[config.mk]
export PLATFORM = sky130hd
export DESIGN_NAME = video_sync_norm
export DESIGN_NICKNAME = d
export VERILOG_FILES = /design/src/rtl/video_pkg.sv /design/src/rtl/video_sync_norm_sync_pol_detect.sv /design/src/rtl/video_sync_norm.sv
export SDC_FILE = /design/constraint.sdc
export NUM_CORES = 1
export LEC_CHECK = 0
export CAP_MARGIN = 0
export CORE_MARGIN = 1
export CORE_UTILIZATION = 51
export CTS_CLUSTER_SIZE = 20
export DETAILED_ROUTE_END_ITERATION = 12
export HOLD_SLACK_MARGIN = 0.08
export PLACE_DENSITY = 0.78
export RECOVER_POWER = 100
export SLEW_MARGIN = 20
export SYNTH_ARGS = -nofsm -noshare
export SYNTH_HDL_FRONTEND = slang
export SYNTH_SLANG_ARGS = --single-unit
[constraint.sdc]
create_clock -name clk_sys -period 1.6 [get_ports clk_sys]
set_input_delay 0.16 -clock clk_sys [delete_from_list [all_inputs] [get_ports clk_sys]]
set_output_delay 0.16 -clock clk_sys [all_outputs]
set_load 0.02 [all_outputs]
[src/rtl/video_pkg.sv]
// Shared video constants: sync polarity encodings and default
// counter widths common to the scandoubler and output stage.
package video_pkg;

    localparam logic POL_ACTIVE_LOW  = 1'b0;
    localparam logic POL_ACTIVE_HIGH = 1'b1;

    localparam int HSCNT_W_DEF = 12;
    localparam int VSCNT_W_DEF = 11;

endpackage

[src/rtl/video_sync_norm_sync_pol_detect.sv]
// Measures high and low run lengths of one sync signal and
// reports which level is the short (active) one.
module sync_pol_detect
    import video_pkg::*;
#(
    parameter int CNT_W = HSCNT_W_DEF
) (
    input  logic clk_sys,
    input  logic reset,
    input  logic sig,
    input  logic count_en,
    output logic pol
);

    logic             sig_d;
    logic             upd;
    logic             lo_ok;
    logic             hi_ok;
    logic [CNT_W-1:0] cnt;
    logic [CNT_W-1:0] lo_len;
    logic [CNT_W-1:0] hi_len;
    logic             sig_edge;
    logic             sig_rise;

    always_comb begin
        sig_edge = sig ^ sig_d;
        sig_rise = sig & ~sig_d;
    end

    always_ff @(posedge clk_sys) begin
        if (reset) begin
            sig_d  <= 1'b0;
            upd    <= 1'b0;
            lo_ok  <= 1'b0;
            hi_ok  <= 1'b0;
            cnt    <= '0;
            lo_len <= '0;
            hi_len <= '0;
            pol    <= POL_ACTIVE_LOW;
        end else begin
            sig_d <= sig;
            upd   <= sig_edge;
            // An edge restarts the run and swallows a coincident count strobe
            if (sig_edge) begin
                cnt <= '0;
                if (sig_rise) begin
                    lo_len <= cnt;
                    lo_ok  <= 1'b1;
                end else begin
                    hi_len <= cnt;
                    hi_ok  <= 1'b1;
                end
            end else if (count_en && cnt != '1) begin
                cnt <= cnt + 1'b1;
            end
            if (upd && lo_ok && hi_ok) begin
                if (hi_len < lo_len)
                    pol <= POL_ACTIVE_HIGH;
                else if (hi_len > lo_len)
                    pol <= POL_ACTIVE_LOW;
            end
        end
    end

endmodule

[src/rtl/video_sync_norm.sv]
// Scandoubler output conditioner: normalises syncs to active-low,
// optional composite sync, and blanks RGB during sync.
module video_sync_norm
    import video_pkg::*;
#(
    parameter int HSCNT_WIDTH = HSCNT_W_DEF,
    parameter int VSCNT_WIDTH = VSCNT_W_DEF
) (
    input  logic       clk_sys,
    input  logic       reset,
    input  logic       pixel_ena,
    input  logic       hs_in,
    input  logic       vs_in,
    input  logic [5:0] r_in,
    input  logic [5:0] g_in,
    input  logic [5:0] b_in,
    input  logic       csync_en,
    output logic       hs_out,
    output logic       vs_out,
    output logic [5:0] r_out,
    output logic [5:0] g_out,
    output logic [5:0] b_out,
    output logic       hs_pol,
    output logic       vs_pol
);

    logic hs_d;
    logic hs_rise;
    logic hs_n;
    logic vs_n;

    always_ff @(posedge clk_sys) begin
        if (reset)
            hs_d <= 1'b0;
        else
            hs_d <= hs_in;
    end

    always_comb begin
        hs_rise = hs_in & ~hs_d;
        hs_n    = hs_in ^ hs_pol;
        vs_n    = vs_in ^ vs_pol;
    end

    sync_pol_detect #(
        .CNT_W(HSCNT_WIDTH)
    ) u_hs_det (
        .clk_sys (clk_sys),
        .reset   (reset),
        .sig     (hs_in),
        .count_en(1'b1),
        .pol     (hs_pol)
    );

    // Vsync run lengths are measured in lines
    sync_pol_detect #(
        .CNT_W(VSCNT_WIDTH)
    ) u_vs_det (
        .clk_sys (clk_sys),
        .reset   (reset),
        .sig     (vs_in),
        .count_en(hs_rise),
        .pol     (vs_pol)
    );

    always_ff @(posedge clk_sys) begin
        if (reset) begin
            hs_out <= 1'b1;
            vs_out <= 1'b1;
            r_out  <= '0;
            g_out  <= '0;
            b_out  <= '0;
        end else if (pixel_ena) begin
            hs_out <= csync_en ? (hs_n & vs_n) : hs_n;
            vs_out <= csync_en ? 1'b1 : vs_n;
            if (hs_n && vs_n) begin
                r_out <= r_in;
                g_out <= g_in;
                b_out <= b_in;
            end else begin
                r_out <= '0;
                g_out <= '0;
                b_out <= '0;
            end
        end
    end

endmodule

## Word-level counts from Yosys, hierarchy flattened

Index checks and enable logic that the tools add are counted.

- Add/subtract/negate cells: 2
- Magnitude comparators: 4
- Eq/ne operators: 2
- Muxes and demuxes: 9
- Bitwise operators: 11
- Reduce and logical (&&, ||, !) cells: 16

Operator list:

| operator | count |
|---|---|
| $mux W6 | 3 |
| $add A12 B1 Y12 const B | 1 |
| $gt A12 B12 Y1 | 1 |
| $lt A12 B12 Y1 | 1 |
| $ne A12 B12 Y1 const B | 1 |
| $reduce_and A2 Y1 | 6 |
| $add A11 B1 Y11 const B | 1 |
| $gt A11 B11 Y1 | 1 |
| $lt A11 B11 Y1 | 1 |
| $ne A11 B11 Y1 const B | 1 |
| $logic_and A1 B1 Y1 | 6 |
| $mux W1 | 6 |
| $not A1 Y1 | 4 |
| $reduce_bool A2 Y1 | 2 |
| $reduce_or A2 Y1 | 2 |
| $xor A1 B1 Y1 | 4 |
| $and A1 B1 Y1 | 3 |

- Flip-flop bits (word level): 99
- Input bits: 24
- Output and inout bits: 22
- Word-level logic and storage cells: 65

## Logic depth before layout (Yosys ltp)

Gate-level depths: netlist (run 1).

- Depth in word-level cells: 4
- Gate-level depth with buffers: 7
- Mapped depth without buffers: 6

## Hierarchy

From an unflattened synthesis (run 1), not the netlist that was laid out.

- Cell total of the unflattened synthesis: 453
- Area total of the unflattened synthesis: 4429.2 sq um

By module, submodules not included:

| module | instances | cells each | area an instance (sq um) | sequential area each (sq um) |
|---|---|---|---|---|
| sync_pol_detect (u_hs_det) | 1 | 209 | 1968.1 | 820.8 |
| sync_pol_detect (u_vs_det) | 1 | 189 | 1769.2 | 760.7 |
| video_sync_norm | 1 | 55 | 691.9 | 420.4 |

## Worst setup path before layout (run 1)

No wires, ideal clock.

- Path type: flip-flop to flip-flop
- Start point: reg, netlist name u_hs_det.sig_d
- End point: reg u_vs_det.cnt[9]
- Library setup time: 0.071 ns
- Arrival time: 1.576 ns
- Required time: 1.529 ns
- Path slack: -0.047 ns
- Stages on the path, launching flop included: 8
- Path buffers: 1
- Period minus slack after synthesis: 1.647 ns
- Cells stage by stage: dfxtp_1 -> inv_1 -> ha_1 -> buf_2 -> nand3_1 -> or3_4 -> or4_1 -> a21oi_1

RTL lines:

| item | line | source |
|---|---|---|
| end signal, assigned | video_sync_norm_sync_pol_detect.sv:54 | `cnt <= cnt + 1'b1;` |
| end, declared | video_sync_norm_sync_pol_detect.sv:19 | `logic [CNT_W-1:0] cnt;` |

==> results, run 1 <==
- Each instance of the synthesized netlist takes up on average 9.008 um2.
- In the layout the commonest cells are 94 x dfxtp_1, 90 x nor2_1, 49 x mux2i_1, 44 x buf_4, 42 x clkdlybuf4s50_1.
- The critical path's slowest cell is or4_1.
- The proportion of synthesized chip area in sequential cells is 45.27%.
- The kind of critical path is flip-flop to flip-flop.
- TritonCTS built the clock tree.
- Setup violations remaining at the end of the flow were counted as 0.
- Excluding fillers, the count of instances in the completed layout stands at 679.
- The share of Yosys cell area claimed by the top area cell type is 45.27%.
- The worst min-delay path class is primary input to flip-flop.
- The sort of element at the end of the critical path is a flip-flop.
- The gate count of the mapped netlist is 486.
- The first detailed-routing pass ran for 5 iterations.
- By area the synthesized netlist is led by dfxtp_1 45%, mux2i_1 11%, ha_1 8.3%.
- The capturing point of the worst reg2reg path is u_vs_det.cnt[9].
- For this run, the share of the core covered by cells in the final layout is 67.97%.
- The worst path arrival time is 1.85 ns.
- The die is 94.65 um wide.
- The tree is rooted in a clkbuf_8.
- The headroom to the max-slew limit is 70.55%.
- During synthesis, Yosys emitted a total of 0 warnings.
- The post-placement worst setup slack is -0.2535 ns.
- The final number of max-transition violations came to 0.
- The final route contains 3603 vias.
- Summing internal, switching and leakage power gives 4.576 mW.
- In the final layout, the share of cells above drive strength 1 is 16.55%.
- Counting the buffers created by CTS gives 9.
- In the final layout, flip-flops and latches occupy 0.001988 mm2.
- For this design the static power due to leakage is 2.192 nW.
- The critical path capture point is u_vs_det.cnt[9].
- In this run the tool buffered the top-level ports with 45 buffer cells.
- The HPWL after detailed placement is 7019 um.
- The clock tree synthesis step divided the H-tree into 3 levels.
- The clock latency at the later pin of the worst-skew pair is 0.37 ns.
- The average detailed-routed wire length per instance is 14.19 um.
- The part of the cycle the worst path needs is 96.88%.
- The maximum clock path buffer count is 2.
- The floorplan die area is 0.008959 mm2.
- STA classifies the critical path startpoint as a flip-flop.
- The maximum number of pins on one net before global-route repair is 23.
- After filler insertion, the fill cell instance count of the layout stands at 647.
- The number of vias per cell is 5.306.
- The remaining number of nets flagged by the antenna check after routing is 0.
- The wire length of the first global-routing pass is 15690 um.
- The cell accounting for the most synthesized area is dfxtp_1.
- Setup slack on the worst reg-to-reg path comes out at 0.05 ns.
- The number of antenna diodes in the final layout is 0.
- The number of global-route vias before repair came to 3517.
- The multi-input combinational cell area is 0.002278 mm2.
- The number of antenna violations at the first check in global routing came to 0.
- In this run the worst setup path begins at u_hs_det.sig_d.
- Measured along the y axis, the die boundary spans 94.65 um.
- The total wire length after detailed routing is 9635 um.
- The violation count after the first detailed-routing iteration is 89.
- The number of cell instances on the worst register-to-register path is 6.
- The synthesis-to-finish area growth is 28.21%.
- Across the run, the number of max-cap violations was 0.
- The worst clock skew is 0.01068 ns.
- Buffers inserted to repair hold after CTS numbered 0.
- The routed design could run at a clock period as short as 1.550 ns.
- The clock-pin slew reported for the worst setup and hold paths after clock tree synthesis is 0.10 ns.
- The overall fraction of global-route tracks in use is 22.40%.
- The final-report hold violation count is 0.
- With fillers left out, the area of the finished cells amounts to 0.005613 mm2.
- The worst register-to-register path begins at u_hs_det.sig_d.
- Summing all placed instances gives a cell area of 0.005306 mm2.
- The number of nets produced by synthesis is 539.
- The number of synthesized register bits is 99.
- The total number of placement rows is 33.
- The number of unique standard cell types used by synthesis is 40.
- The run finished with clean final reports.
- The signal on the critical path passes through inv_2 > ha_2 > nand3_1 > or3_4 > or4_1 > a21oi_1.
- The area of the core is 0.008258 mm2.
- The congestion estimate from routability-driven global placement came to 0.8078.
- Power spread over the standard cell area amounts to 815.2 mW/mm2.
- In this run the count of I/O pins placed on the die edge is 46.
- The slew at the pin closest to its max-slew limit is 0.4418 ns.
- In this design, the stage delay of the slowest critical-path cell is 0.40 ns.
- The maximum clock frequency is 645.1 MHz.
- Setup slack on the critical path of the routed design comes to 0.04986 ns.
- For this configuration, the core starts out at a cell density of 53.02%.
- IR analysis of the VDD net gives a maximum drop of 0.4557 mV.
- The post-placement cell count is 662.
- Clock tree synthesis found a total of 99 sinks.
- For this run the aggregate overflow at the end of global routing stands at 0.
- For this run, design rule violations remaining after detail routing come to 0.
- The library cell used most frequently in the layout, excluding fill and tap cells, is dfxtp_1.
- In the final design database the tool counted 622 nets.
- The biggest fanout along the worst timing path is 3.
- The worst endpoint required time is 1.90 ns.
- Summing every instance area after synthesis gives 0.004378 mm2.
-- Yosys cell counts, drive strengths merged --
cell and count:
nor4 5, a41oi 1, inv 31, o21a 3, o41ai 1, xnor2 3, a31oi 2, nand4b 1
dfxtp 99, a21o 2, xor2 4, or4 4, o31ai 6, nand2 12, nand3b 2, mux2i 49
a211oi 5, nor2 90, ha 29, nor2b 22, o21ai 6, a21oi 40, o211ai 3, nor3 5
nand4 6, clkbuf 14, nand2b 3, and3 2, buf 11, a2111o 1, and4 2, or3 6
nand3 14, or2 1, a211o 1
-- worst min-delay path by stage --
stage	start	slack, ns	endpoint	depth (start not counted)
finish	reset	0.18	u_hs_det.sig_d	2
global route	reset	0.20	u_hs_det.sig_d	2
CTS	reset	0.17	u_hs_det.sig_d	2
detailed placement	u_vs_det.lo_len[7]	0.48	u_vs_det.lo_len[7]	2
global placement	u_hs_det.lo_ok	0.44	u_hs_det.lo_ok	2
floorplan	b_in[4]	0.30	b_out[4]	2
-- per-layer routing --
| layer | track usage (%) | part of all wire [%] | vias up | routed length (um) |
|---|---|---|---|---|
| li1 | - | - | 1822 | - |
| met1 | 26.25 | 45 | 1733 | 4296 |
| met2 | 40.53 | 52 | 39 | 5006 |
| met3 | 4.589 | 2.3 | 9 | 223 |
| met4 | 7.197 | 1.1 | 0 | 109 |
| met5 | 0 | 0 | - | 0 |
-- registers in the layout, indices dropped and copies added (netlist names), 6 cells and up --
register         count
u_hs_det.hi_len     12
g_out                6
u_vs_det.lo_len     11
b_out                6
u_hs_det.lo_len     12
u_hs_det.cnt        12
u_vs_det.hi_len     11
r_out                6
u_vs_det.cnt        11
-- per-stage QoR --
stage | TNS, ns | hold WS [ns]
final | 0 | 0.1778
after global placement | -1.566 | 0.4446
after floorplan | -0.009675 | 0.2992
after detailed placement | -2.284 | 0.4822
after global routing | -0.02344 | 0.1960
after CTS | 0 | 0.1677
-- power breakdown --
group / internal, mW / leakage [nW] / switching, mW
registers: 2.50 / 0.803 / 0.0197
clock network: 0.745 / 0.0973 / 0.921
logic: 0.196 / 1.29 / 0.194
total: 3.44 / 2.19 / 1.13
-- logic make-up (layout without fill, tap and decap cells) --
logic type | count (synthesis) | count (layout) | share of synthesized area [%]
AO/OA/AOI/OAI | 71 | 71 | 9.660
XOR/XNOR | 7 | 7 | 1.400
adder cells (fa/ha/maj) | 29 | 29 | 8.288
buffers and inverters | 56 | 144 | 4.916
flip-flops | 99 | 99 | 45.27
multiplexers | 49 | 49 | 11.20
AND/OR/NAND/NOR | 175 | 175 | 19.26
-- worst max-delay path, delay by kind of cell, from the launching register on --
| family | cells | cell delay, ns |
|---|---|---|
| AND/OR/NAND/NOR | 3 | 0.80 |
| AO/OA/AOI/OAI | 1 | 0.13 |
| flip-flops | 1 | 0.34 |
| buffers and inverters | 1 | 0.04 |
| adder cells (fa/ha/maj) | 1 | 0.18 |
-- timing repair --
item                                    4_1_cts  5_1_grt
pin swaps                                     0        6
resized for setup                             3       19
setup buffers                                 0        1
endpoints found under the setup margin        7       17
-- layout make-up --
class / instances / share of cell area, %
multi-input cells: 331 / 40.59
clock inverters: 7 / 1.427
repair buffers: 97 / 15.94
inverters: 31 / 2.073
well taps: 105 / 2.341
clock buffers: 9 / 2.207
flip-flops and latches: 99 / 35.42
No activity file was read; power rests on OpenSTA's default activity.
==> run 2: changes to the inputs <==
CORE_ASPECT_RATIO = 1.5   (was not set)
CORE_UTILIZATION = 53   (was 51)
CTS_BUF_LIST = sky130_fd_sc_hd__clkbuf_8   (was not set)
PLACE_DENSITY = 0.87   (was 0.78)
==> run 2 against run 1 <==
  * The flow now finishes with violations (negative setup slack)
  * Sequential power about the same
  * Critical path depth decreased by 1
  * Clock-buffer cell count increased by 2
  * Worst hold slack improved by 0.011 ns
  * Non-clock buffer count decreased by 1
  * First-iteration DRC count increased by 140%
  * Sequential share of layout area increased by 0.65 points
  * Maximum frequency decreased by 5.6%
  * Total power decreased by 4.1%
==> results, run 2 (synthesized netlist as in run 1, its figures left out) <==
- The overall fraction of global-route tracks in use was 25.20% (was 22.40%).
- The violation count after the first detailed-routing iteration is 212 (was 89).
- The leakage power figure is 2.209 nW (was 2.192 nW).
- The internal power summed over all cells is 3.321 mW (was 3.441 mW).
- The critical path's slowest cell is or4_1 (unchanged).
- The combined buffer and inverter count along the critical path was 1 (unchanged).
- The remaining number of nets flagged by the antenna check after routing is 0 (unchanged).
- The time the final worst path needs with I/O delays and setup was 1.641 ns (was 1.550 ns).
- The checks that failed: negative setup slack.
- The number of buffers added on ports is 45 (unchanged).
- The part of the cycle the worst path needs was 102.6% (was 96.88%).
- The largest stage delay on the critical path is 0.41 ns (was 0.40 ns).
- The worst min-delay path class is primary input to flip-flop (unchanged).
- The beginning of the critical path is u_vs_det.cnt[4] (was u_hs_det.sig_d).
- The number of sinks on the clock net came to 99 (unchanged).
- The weighted congestion at the end of routability-driven global placement was 0.8307 (was 0.8078).
- The proportion of power drawn by flip-flops and latches is 57.4% (was 55.1%).
- The most common cell after layout, fill and taps aside is dfxtp_1 (unchanged).
- The biggest fanout along the worst timing path is 7 (was 3).
- The maximum clock frequency came to 609.3 MHz (was 645.1 MHz).
- The logic gate share of total power is 8.6% (was 8.5%).
- The buffer type at the clock tree root is clkbuf_8 (unchanged).
- The slew at the pin closest to its max-slew limit is 0.5346 ns (was 0.4418 ns).
- The clock latency at the later pin of the worst-skew pair is 0.38 ns (was 0.37 ns).
- The max-cap violation count is 0 (unchanged).
- The reported net switching power is 1.067 mW (was 1.134 mW).
- The clock network fraction of total power was 34.0% (was 36.4%).
- The floorplan die area is 0.008635 mm2 (was 0.008959 mm2).
- The largest vdd supply drop is 0.6376 mV (was 0.4557 mV).
- The width of the die is 76.21 um (was 94.65 um).
- The cell area after placement is 0.005306 mm2 (unchanged).
- The I/O pin count is 46 (unchanged).
- The total number of placement rows is 40 (was 33).
- The sort of element at the end of the critical path is a flip-flop (unchanged).
- The synthesis-to-finish area growth is 25.98% (was 28.21%).
- The final number of setup-violating endpoints is 3 (was 0).
- The clock-pin slew reported for the worst setup and hold paths after clock tree synthesis was 0.09 ns (was 0.10 ns).
- Cell Chain, Critical Path: nand3_4 > buf_6 > or3_4 > or4_1 > a21oi_1 (was inv_2 > ha_2 > nand3_1 > or3_4 > or4_1 > a21oi_1).
- The total number of vias came to 3729 (was 3603).
- The HPWL after detailed placement is 7366 um (was 7019 um).
- The worst path arrival time came to 1.94 ns (was 1.85 ns).
- The wire length of the first global-routing pass is 17220 um (was 15690 um).
- The post-cts hold buffer count came to 0 (unchanged).
- The power per cell area was 795.7 mW/mm2 (was 815.2 mW/mm2).
- The effective utilization at floorplan is 54.67% (was 53.02%).
- The final number of max-transition violations is 0 (unchanged).
- The area of the core is 0.008008 mm2 (was 0.008258 mm2).
- The final design area excluding fillers was 0.005515 mm2 (was 0.005613 mm2).
- The critical hold path startpoint is reset (unchanged).
- The critical path launch point type is a flip-flop (unchanged).
- The maximum number of pins on one net before global-route repair is 39 (was 23).
- The final-report hold violation count is 0 (unchanged).
- The length of the first detailed-routing pass in iterations is 4 (was 5).
- The kind of critical path is flip-flop to flip-flop (unchanged).
- The fraction of final layout cells with drive strength greater than 1 is 15.36% (was 16.55%).
- The fill cell instance count of the final layout was 582 (was 647).
- The final hold slack came to 0.1889 ns (was 0.1778 ns).
- The chip height is 113.3 um (was 94.65 um).
- The number of diodes came to 0 (unchanged).
- The worst clock skew is 0.01171 ns (was 0.01068 ns).
- The number of antenna violations at the first check in global routing is 0 (unchanged).
- The total overflow reported by the global router is 0 (unchanged).
- The detailed-route DRC error count is 0 (unchanged).
- The total clock buffers created by CTS is 9 (unchanged).
- Most frequent cells in the layout: 93 x dfxtp_1, 90 x nor2_1, 49 x mux2i_1, 38 x a21oi_1, 37 x buf_4 (was 94 x dfxtp_1, 90 x nor2_1, 49 x mux2i_1, 44 x buf_4, 42 x clkdlybuf4s50_1).
- The least setup slack across all paths after layout is -0.04126 ns (was 0.04986 ns).
- The switching share of power is 24.32% (was 24.79%).
- The source of the worst register-to-register timing path is u_vs_det.cnt[4] (was u_hs_det.sig_d).
- The CTS tree is done (unchanged).
- The headroom to the max-slew limit is 64.36% (was 70.55%).
- The average detailed-routed wire length per instance is 15.54 um (was 14.19 um).
- The number of global-route vias before repair came to 3878 (was 3517).
- The net count reported at finish was 621 (was 622).
- The final standard cell utilization of the core came to 68.88% (was 67.97%).
- Status: finished with violations (was finished, final reports clean).
- The number of H-tree levels is 3 (unchanged).
- The maximum clock path buffer count was 2 (unchanged).
- The worst endpoint required time is 1.90 ns (about the same).
- Setup repair after global routing could not meet its margin everywhere.
- The family of cells with the greatest summed delay on the critical path is simple AND/OR/NAND/NOR gates (unchanged).
- The number of vias per cell is 5.500 (was 5.306).
- The total wire length after detailed routing is 10530 um (was 9635 um).
- Registers with the most flip-flops: u_hs_det.cnt: 12 flops, u_hs_det.hi_len: 12 flops, u_hs_det.lo_len: 12 flops (unchanged).
run 2: routing by layer:
| metal | global-route usage (%) | vias up | share of wire [%] |
|---|---|---|---|
| li1 | - | 1827 | - |
| met3 | 2.823 | 32 | 2.4 |
| met2 | 47.99 | 75 | 55 |
| met4 | 16.03 | 0 | 3.9 |
| met1 | 25.83 | 1795 | 39 |
| met5 | 0 | - | 0 |
run 2: what timing repair did:
item / in CTS / in global routing
gates cloned: 0 / 0
setup buffers: 0 / 1
pin swaps: 2 / 3
setup endpoints to repair: 8 / 15
gates resized for setup: 10 / 15
run 2: metrics by stage:
| step | setup TNS [ns] | setup WS, ns | power, mW | std cells |
|---|---|---|---|---|
| after floorplan | -0.009675 | -0.005642 | 2.775 | 486 |
| after global placement | -1.815 | -0.2628 | 2.950 | 662 |
| after detailed placement | -2.956 | -0.3116 | 2.968 | 662 |
| after CTS | 0 | 0.001238 | 4.425 | 678 |
| after global routing | -0.7638 | -0.1088 | 4.538 | 678 |
| final | -0.09068 | -0.04126 | 4.389 | 678 |
run 2: final timing paths:
path	end	depth (start not counted)	slack, ns
max	u_vs_det.cnt[9]	5	-0.04
min reg2reg	u_hs_det.hi_ok	2	0.49
min	u_hs_det.upd	2	0.19
max reg2reg	u_vs_det.cnt[9]	5	-0.04
run 2: area by class of cell:
class / count / area [um2] / area share (%)
clock buffer: 11 / 151.4 / 2.745
clock inverter: 5 / 30.03 / 0.5445
inverter: 31 / 116.4 / 2.110
multi-input combinational: 331 / 2288 / 41.49
sequential: 99 / 1989 / 36.07
tap: 105 / 131.4 / 2.382
timing repair buffer: 96 / 808.3 / 14.66
run 2: worst register-to-register path: cells and delay by family, from the launching register on:
family / cells / cell delay [ns]
flops: 1 / 0.37
buf+inv: 1 / 0.15
compound gates: 1 / 0.15
simple gates: 3 / 0.90
run 2: power groups by stage:
stage	Combinational (mW)	Clock, mW	Sequential [mW]
after floorplan	0.181	0	2.59
after CTS	0.399	1.51	2.52
after global routing	0.404	1.61	2.52
after detailed placement	0.392	0	2.58
after global placement	0.377	0	2.57
final	0.377	1.49	2.52
==> run 3: changes to the inputs <==
GPL_ROUTABILITY_DRIVEN = 1   (was not set)
==> results of run 3 <==
Final layout, timing and power as in run 2 (identical DEF).
